**src/rtl/frogger_pkg.sv**
```systemverilog
// Shared definitions for the frogger playfield.
// Holds the grid geometry, the start/goal rows, the frog FSM state
// encoding and a helper that maps a (row, col) cell onto its bit in the
// 64-bit hazard map.
package frogger_pkg;

  localparam int GRID_ROWS = 8;
  localparam int GRID_COLS = 8;

  localparam logic [2:0] START_ROW    = 3'd0;
  localparam logic [2:0] GOAL_ROW     = 3'd7;
  // Last row before the goal; an up move from here completes a crossing.
  localparam logic [2:0] PRE_GOAL_ROW = 3'd6;
  localparam logic [2:0] MAX_COL      = 3'd7;

  typedef enum logic [1:0] {
    ST_PLAY = 2'd0,
    ST_WIN  = 2'd1,
    ST_HIT  = 2'd2,
    ST_WAIT = 2'd3
  } frog_state_t;

  // Hazard map bit for a cell: row*8 + col, i.e. the row and column
  // concatenated.
  function automatic logic [5:0] cell_index(input logic [2:0] row, input logic [2:0] col);
    return {row, col};
  endfunction

endpackage

```
**src/rtl/frog_controller.sv**
```systemverilog
// Frog movement / collision controller for one player.
// Moves the frog one cell per debounced pulse, detects collisions with the
// live hazard map, emits a one-cycle clear pulse on reaching the goal row
// and a one-cycle dead pulse on a collision, followed by a hidden respawn
// period. All outputs are registered.
//
// Ports:
//   clk          - clock, all state updates on rising edge
//   reset        - synchronous active-high reset
//   up/down/left/right - one-cycle move pulses (priority up>down>left>right)
//   gameOver     - freezes play while high (in PLAY only)
//   hazard[63:0] - hazard map, bit row*8+col
//   frogRow/frogCol - frog position
//   frogVisible  - frog drawn when high
//   clear        - one-cycle win pulse (to score stage)
//   dead         - one-cycle collision pulse
module frog_controller
  import frogger_pkg::*;
#(
  parameter int RESPAWN_CYCLES = 4,
  parameter int START_COL      = 3
) (
  input  logic        clk,
  input  logic        reset,
  input  logic        up,
  input  logic        down,
  input  logic        left,
  input  logic        right,
  input  logic        gameOver,
  input  logic [63:0] hazard,
  output logic [2:0]  frogRow,
  output logic [2:0]  frogCol,
  output logic        frogVisible,
  output logic        clear,
  output logic        dead
);

  localparam logic [2:0] START_COL_L = 3'(START_COL);
  localparam logic [7:0] RESPAWN_L   = 8'(RESPAWN_CYCLES);

  frog_state_t state_r, state_n;
  logic [2:0]  row_r, row_n;
  logic [2:0]  col_r, col_n;
  logic [7:0]  cnt_r, cnt_n;
  logic        visible_r, clear_r, dead_r;
  logic        hit_s;

  // Start and goal rows are safe zones; only rows 1..6 can collide.
  assign hit_s = (row_r != START_ROW) && (row_r != GOAL_ROW) &&
                 hazard[cell_index(row_r, col_r)];

  // Next-state, next-position and respawn counter logic.
  always_comb begin
    state_n = state_r;
    row_n   = row_r;
    col_n   = col_r;
    cnt_n   = cnt_r;
    case (state_r)
      ST_PLAY: begin
        if (gameOver) begin
          state_n = ST_PLAY;
        end else if (hit_s) begin
          // The move arriving in the collision cycle is discarded.
          state_n = ST_HIT;
        end else if (up) begin
          if (row_r == PRE_GOAL_ROW) begin
            row_n   = GOAL_ROW;
            state_n = ST_WIN;
          end else if (row_r < PRE_GOAL_ROW) begin
            row_n = row_r + 3'd1;
          end else begin
            row_n = row_r;
          end
        end else if (down) begin
          if (row_r != START_ROW) begin
            row_n = row_r - 3'd1;
          end else begin
            row_n = row_r;
          end
        end else if (left) begin
          if (col_r != 3'd0) begin
            col_n = col_r - 3'd1;
          end else begin
            col_n = col_r;
          end
        end else if (right) begin
          if (col_r != MAX_COL) begin
            col_n = col_r + 3'd1;
          end else begin
            col_n = col_r;
          end
        end else begin
          state_n = ST_PLAY;
        end
      end
      ST_WIN: begin
        state_n = ST_PLAY;
        row_n   = START_ROW;
        col_n   = START_COL_L;
      end
      ST_HIT: begin
        state_n = ST_WAIT;
        cnt_n   = RESPAWN_L;
      end
      ST_WAIT: begin
        // Counter value 1 marks the final hidden cycle.
        if (cnt_r <= 8'd1) begin
          state_n = ST_PLAY;
          row_n   = START_ROW;
          col_n   = START_COL_L;
          cnt_n   = 8'd0;
        end else begin
          cnt_n = cnt_r - 8'd1;
        end
      end
      default: begin
        state_n = ST_PLAY;
        row_n   = START_ROW;
        col_n   = START_COL_L;
        cnt_n   = 8'd0;
      end
    endcase
  end

  // State, position, counter and Moore output registers.
  always_ff @(posedge clk) begin
    if (reset) begin
      state_r   <= ST_PLAY;
      row_r     <= START_ROW;
      col_r     <= START_COL_L;
      cnt_r     <= 8'd0;
      visible_r <= 1'b1;
      clear_r   <= 1'b0;
      dead_r    <= 1'b0;
    end else begin
      state_r   <= state_n;
      row_r     <= row_n;
      col_r     <= col_n;
      cnt_r     <= cnt_n;
      visible_r <= (state_n == ST_PLAY) || (state_n == ST_WIN);
      clear_r   <= (state_n == ST_WIN);
      dead_r    <= (state_n == ST_HIT);
    end
  end

  assign frogRow     = row_r;
  assign frogCol     = col_r;
  assign frogVisible = visible_r;
  assign clear       = clear_r;
  assign dead        = dead_r;

endmodule

```
**config.mk**
```make
export PLATFORM = sky130hd
export DESIGN_NAME = frog_controller
export DESIGN_NICKNAME = d
export VERILOG_FILES = /design/src/rtl/frogger_pkg.sv /design/src/rtl/frog_controller.sv
export SDC_FILE = /design/constraint.sdc
export NUM_CORES = 1
export LEC_CHECK = 0
export CAP_MARGIN = 20
export CORE_MARGIN = 10
export CORE_UTILIZATION = 46
export CTS_BUF_LIST = sky130_fd_sc_hd__clkbuf_8
export CTS_CLUSTER_SIZE = 24
export DETAILED_ROUTE_END_ITERATION = 10
export HOLD_SLACK_MARGIN = 0.05
export PLACE_DENSITY = 0.93
export SETUP_SLACK_MARGIN = 0.02
export SYNTH_ARGS = -nofsm -noshare
export SYNTH_HDL_FRONTEND = slang
export SYNTH_SLANG_ARGS = --single-unit
export TNS_END_PERCENT = 100
```
**constraint.sdc**
```tcl
create_clock -name clk -period 6.6 [get_ports clk]
set_clock_uncertainty 0.2 [all_clocks]
set_input_delay 0.66 -clock clk [delete_from_list [all_inputs] [get_ports clk]]
set_output_delay 0.66 -clock clk [all_outputs]
set_load 0.01 [all_outputs]
```
Word-level counts from Yosys, hierarchy flattened
Index checks and enable logic that the tools add are counted.
{ "totals": {"reg_bits": 19, "input_bits": 71, "out_inout_bits": 9, "wordCells": 77} }
{ "op_classes": {"n_addsub": 5, "n_lt_le_gt_ge": 3, "n_eq_ne": 19, "mux": 32, "reduce_logical": 11} }
{ "ops": {"columns": ["operator", "count"], "rows": [
  ["$mux W3", 17],
  ["$ne A3 B3 Y1 const B", 7],
  ["$pmux W3 S3", 2],
  ["$mux W2", 8],
  ["$pmux W8 S2", 1],
  ["$ne A2 B2 Y1 const B", 5],
  ["$reduce_and A9 Y1", 1],
  ["$reduce_bool A3 Y1", 3],
  ["$le A8 B1 Y1 const B", 1],
  ["$mux W8", 1],
  ["$pmux W2 S4", 1],
  ["$sub A8 B1 Y8 const B", 1],
  ["$lt A6 B7 Y1 const B", 1],
  ["$reduce_and A7 Y1", 1],
  ["$add A3 B1 Y3 const B", 2],
  ["$bmux W1 S6", 1],
  ["$eq A2 B2 Y1 const B", 3],
  ["$sub A3 B1 Y3 const B", 2],
  ["$eq A2 B1 Y1 const B", 2],
  ["$logic_not A2 Y1", 2],
  ["$ne A4 B4 Y1 const B", 1],
  ["$eq A3 B3 Y1 const B", 1],
  ["$lt A3 B3 Y1 const B", 1],
  ["$logic_and A1 B1 Y1", 2],
  ["other kinds (3)", 3]
]} }

Logic depth before layout (Yosys ltp)
{ "logic_depth": {"ltp_word": 9, "mapped_depth": 10, "mapped_depth_nobuf": 9} }

Worst setup path after synthesis
OpenSTA, ideal clock, no wires.
{ "synth_path": {"kind": "register to register", "startpoint": "register col_r[2], in the netlist frogCol[2]", "endpoint": "register state_r[0]", "arrival_time_ns": 2.419, "slack_ns": 3.895, "stages_incl_launch_ff": 11, "path_buffers": 2, "period_less_slack_ns": 2.705, "path_cell_list": "dfxtp_1 buf_2 buf_1 mux2i_1 a22oi_1 nand2_1 o22ai_1 o21ai_2 nand2_4 or4_4 a221oi_2"} }
{ "synth_between": {"elab_chain_len": 6} }
{ "synth_rtl": {"columns": ["element", "line_no", "text"], "rows": [
  ["from (decl)", "frog_controller.sv:43", "logic [2:0] col_r, col_n;"],
  ["from (signal assigned)", "frog_controller.sv:138", "col_r <= col_n;"],
  ["$bmux W1 S6", "frog_controller.sv:50", "hazard[cell_index(row_r, col_r)];"],
  ["$mux W1 (implied by the code)", "frog_controller.sv:50", null],
  ["$logic_and A1 B1 Y1", "frog_controller.sv:49", "assign hit_s = (row_r != START_ROW) && (row_r != GOAL_ROW) &&"],
  ["$mux W2", "frog_controller.sv:62", "end else if (hit_s) begin"],
  ["$mux W2", "frog_controller.sv:60", "if (gameOver) begin"],
  ["$pmux W2 S4", "frog_controller.sv:58", "case (state_r)"],
  ["to (signal assigned)", "frog_controller.sv:136", "state_r <= state_n;"],
  ["to (decl)", "frog_controller.sv:41", "frog_state_t state_r, state_n;"]
]} }
Every way passes these cells. The select of a mux whose other input is x is not followed.
A chain may end at the register's enable or synchronous reset.

Worst setup path after layout
{ "layout_path": {"startpoint": "register col_r[1], in the netlist frogCol[1]", "endpoint": "register clear_r, in the netlist clear"} }
{ "layout_between": {"elab_chain_len": 7} }
{ "layout_rtl": {"columns": ["element", "line_no", "text"], "rows": [
  ["$bmux W1 S6", "frog_controller.sv:50", null],
  ["$mux W1 (implied by the code)", "frog_controller.sv:50", null],
  ["$logic_and A1 B1 Y1", "frog_controller.sv:49", null],
  ["$mux W2", "frog_controller.sv:62", null],
  ["$mux W2", "frog_controller.sv:60", null],
  ["$pmux W2 S4", "frog_controller.sv:58", null],
  ["$eq A2 B1 Y1", "frog_controller.sv:141", "clear_r <= (state_n == ST_WIN);"],
  ["to (signal assigned)", "frog_controller.sv:141", null],
  ["to (decl)", "frog_controller.sv:45", "logic visible_r, clear_r, dead_r;"]
]} }
Every way passes these cells. The select of a mux whose other input is x is not followed.

==> flow_summary.toml <==
[status]
status = "completed"

[timing]
finalCriticalPeriod_ns = 3.16
fin_setup_tns_ns = 0
tightest_slew_ns = 0.789
slew_viol_final = 0
rsz0062_at_grt = "false"
fin_crit_sh = 0.479
finalHoldViolations = 0
holdWs_ns = 0.301
slew_headroom = 0.472
fmax_ghz = 0.316
setup_viol = 0

[grt]
grt_max_degree = 28
antenna_found_initial = 0
overflow = 0
grt.total_usage = 0.168
first_global_vias = 1678
grt_first_pass_wirelength_microns = 8720

[route]
drt-wirelength-per-cell_microns = 17.2
wl_microns = 5330
antenna_left = 0
routed_via_density = 5.59
drt_iter0_drc = 110
vias = 1727
drc = 0
drt_first_pass_iters = 4

[cts]
numCtsBuffers = 3
cts_hold_buf = 0
cts_num_sinks = 19
ctsResizeCount = 0
cts_setup_buffers = 0
clk_latency_ns = 0.25
clk_pin_slew_ns = 0.07
ctsLongestPathBuffers = 2
h-tree-depth = 1
cts_tree = "yes"
cts_root_buf = "clkbuf_8"

[layout]
fin_area_sq_um = 2500
final_common_cell = "clkdlybuf4s50_1"
finalNetCount = 341
antenna_cells = 0
final_cell_mix = "clkdlybuf4s50_1, nor2_1, mux2i_1"
area_growth_pct = 50.2
finish.utilization = 0.733
drive_gt1_frac = 0.0798

[die]
fp.dieArea_sq_um = 6430
fp.dieW_microns = 80.2
initial_core_util = 0.488
num_rows = 21
core-area_sq_um = 3420
io_pins = 80
die_y_microns = 80.2

[power]
power_density_nw_per_um2 = 166
totalPowerFinal_uw = 415
leakage_uw = 0.000908
vdd_drop_max_uv = 138

[yosys]
synthCells = 190
synthDistinctLibCells = 49
ys_warn_count = 0
postSynth.asyncResetShare = 0
synthesis.nets = 267
avgSynthCellArea_sq_um = 8.78
ys_ff_latch = 19
ys.flop_type = "dfxtp_1"
yosysSeqAreaShare = 0.228
synth-edff-count = 0
synth_area_sq_um = 1670

[placed_design]
io_buffers = 79
placed_area_sq_um = 2460
gp_congestion = 0.837
hpwl_microns = 4450

[critical_path]
crit_required_ns = 6.54
critPathLaunchType = "flip-flop"
critPathMaxFanout = 16
end_kind = "flip-flop"
cp.arrival_ns = 3.10
critPathKind = "flip-flop to flip-flop"

[worst_hold_path]
min_path_type = "flip-flop to flip-flop"

[run]
drv_cap = 0
cells in the mapped netlist (all sizes together) (4+ instances only):
master / count / area share
nand2: 17 / 0.043
a21oi: 6 / 0.018
o21ai: 5 / 0.024
or3: 4 / 0.015
mux4: 8 / 0.11
dfxtp: 19 / 0.23
a22oi: 9 / 0.041
nor2: 21 / 0.047
o21a: 4 / 0.018
mux2i: 20 / 0.12
o22ai: 4 / 0.015
ha: 5 / 0.038
inv: 9 / 0.020
clkbuf: 5 / 0.011
nor3: 8 / 0.024
buf: 6 / 0.027
a311oi: 4 / 0.021
layer usage:
metal | global-route usage | share of wire | up-vias
met5 | 0 | 0 | -
met4 | 0.0229 | 0.0086 | 0
met3 | 0.0323 | 0.033 | 4
met2 | 0.321 | 0.56 | 37
met1 | 0.189 | 0.40 | 821
li1 | - | - | 865
worst max-delay path: stages (launching register included):
cell,delay [ns]
dfxtp_1,0.79
mux4_2,0.58
mux2i_1,0.19
o22ai_1,0.14
o21ai_4,0.20
nand2_4,0.10
or4_4,0.55
nor4b_2,0.30
flip-flops by register name, summed over array words and instances (netlist names):
| signal | count |
|---|---|
| dead | 1 |
| frogRow | 3 |
| clear | 1 |
| frogVisible | 1 |
| state_r | 2 |
| cnt_r | 8 |
| frogCol | 3 |
power breakdown:
group	switching [uW]	internal, uW	total (uW)
Clock	34.8	41.3	76.1
Sequential	21.1	125	146
Combinational	84.7	108	193
worst paths after layout:
check / from / to / slack (ns) / depth (start not counted)
setup reg to reg: frogCol[1] / clear / 3.44 / 7
hold reg to reg: cnt_r[6] / cnt_r[6] / 0.30 / 1
setup / recovery: frogCol[1] / clear / 3.44 / 7
hold / removal: cnt_r[6] / cnt_r[6] / 0.30 / 1
layout make-up:
class                   count  area [sq um]
multi-input cells         151          1190
well taps                  46          57.6
flip-flops and latches     19           380
repair buffers             80           798
clock inverters             1          3.75
clock buffers               3          41.3
inverters                   9          33.8
fillers                   257           911
cells by family (layout without fill, tap and decap cells):
logic type,count (synthesis),in the layout,share of synthesized area
and+or+nand+nor,67,67,0.202
AOI/OAI and AO/OA,48,48,0.224
muxes,28,28,0.228
buffers and inverters,20,93,0.0585
DFF,19,19,0.228
adders and majority gates,6,6,0.0495
xor gates and xnor gates,2,2,0.0105
through the flow:
step                cells  setup WS (ns)
finish                309           3.44
global route          309           3.22
CTS                   309           3.45
detailed placement    305           3.28
global placement      305           3.39
floorplan             190           3.90
(Power assumes the default switching activity.)
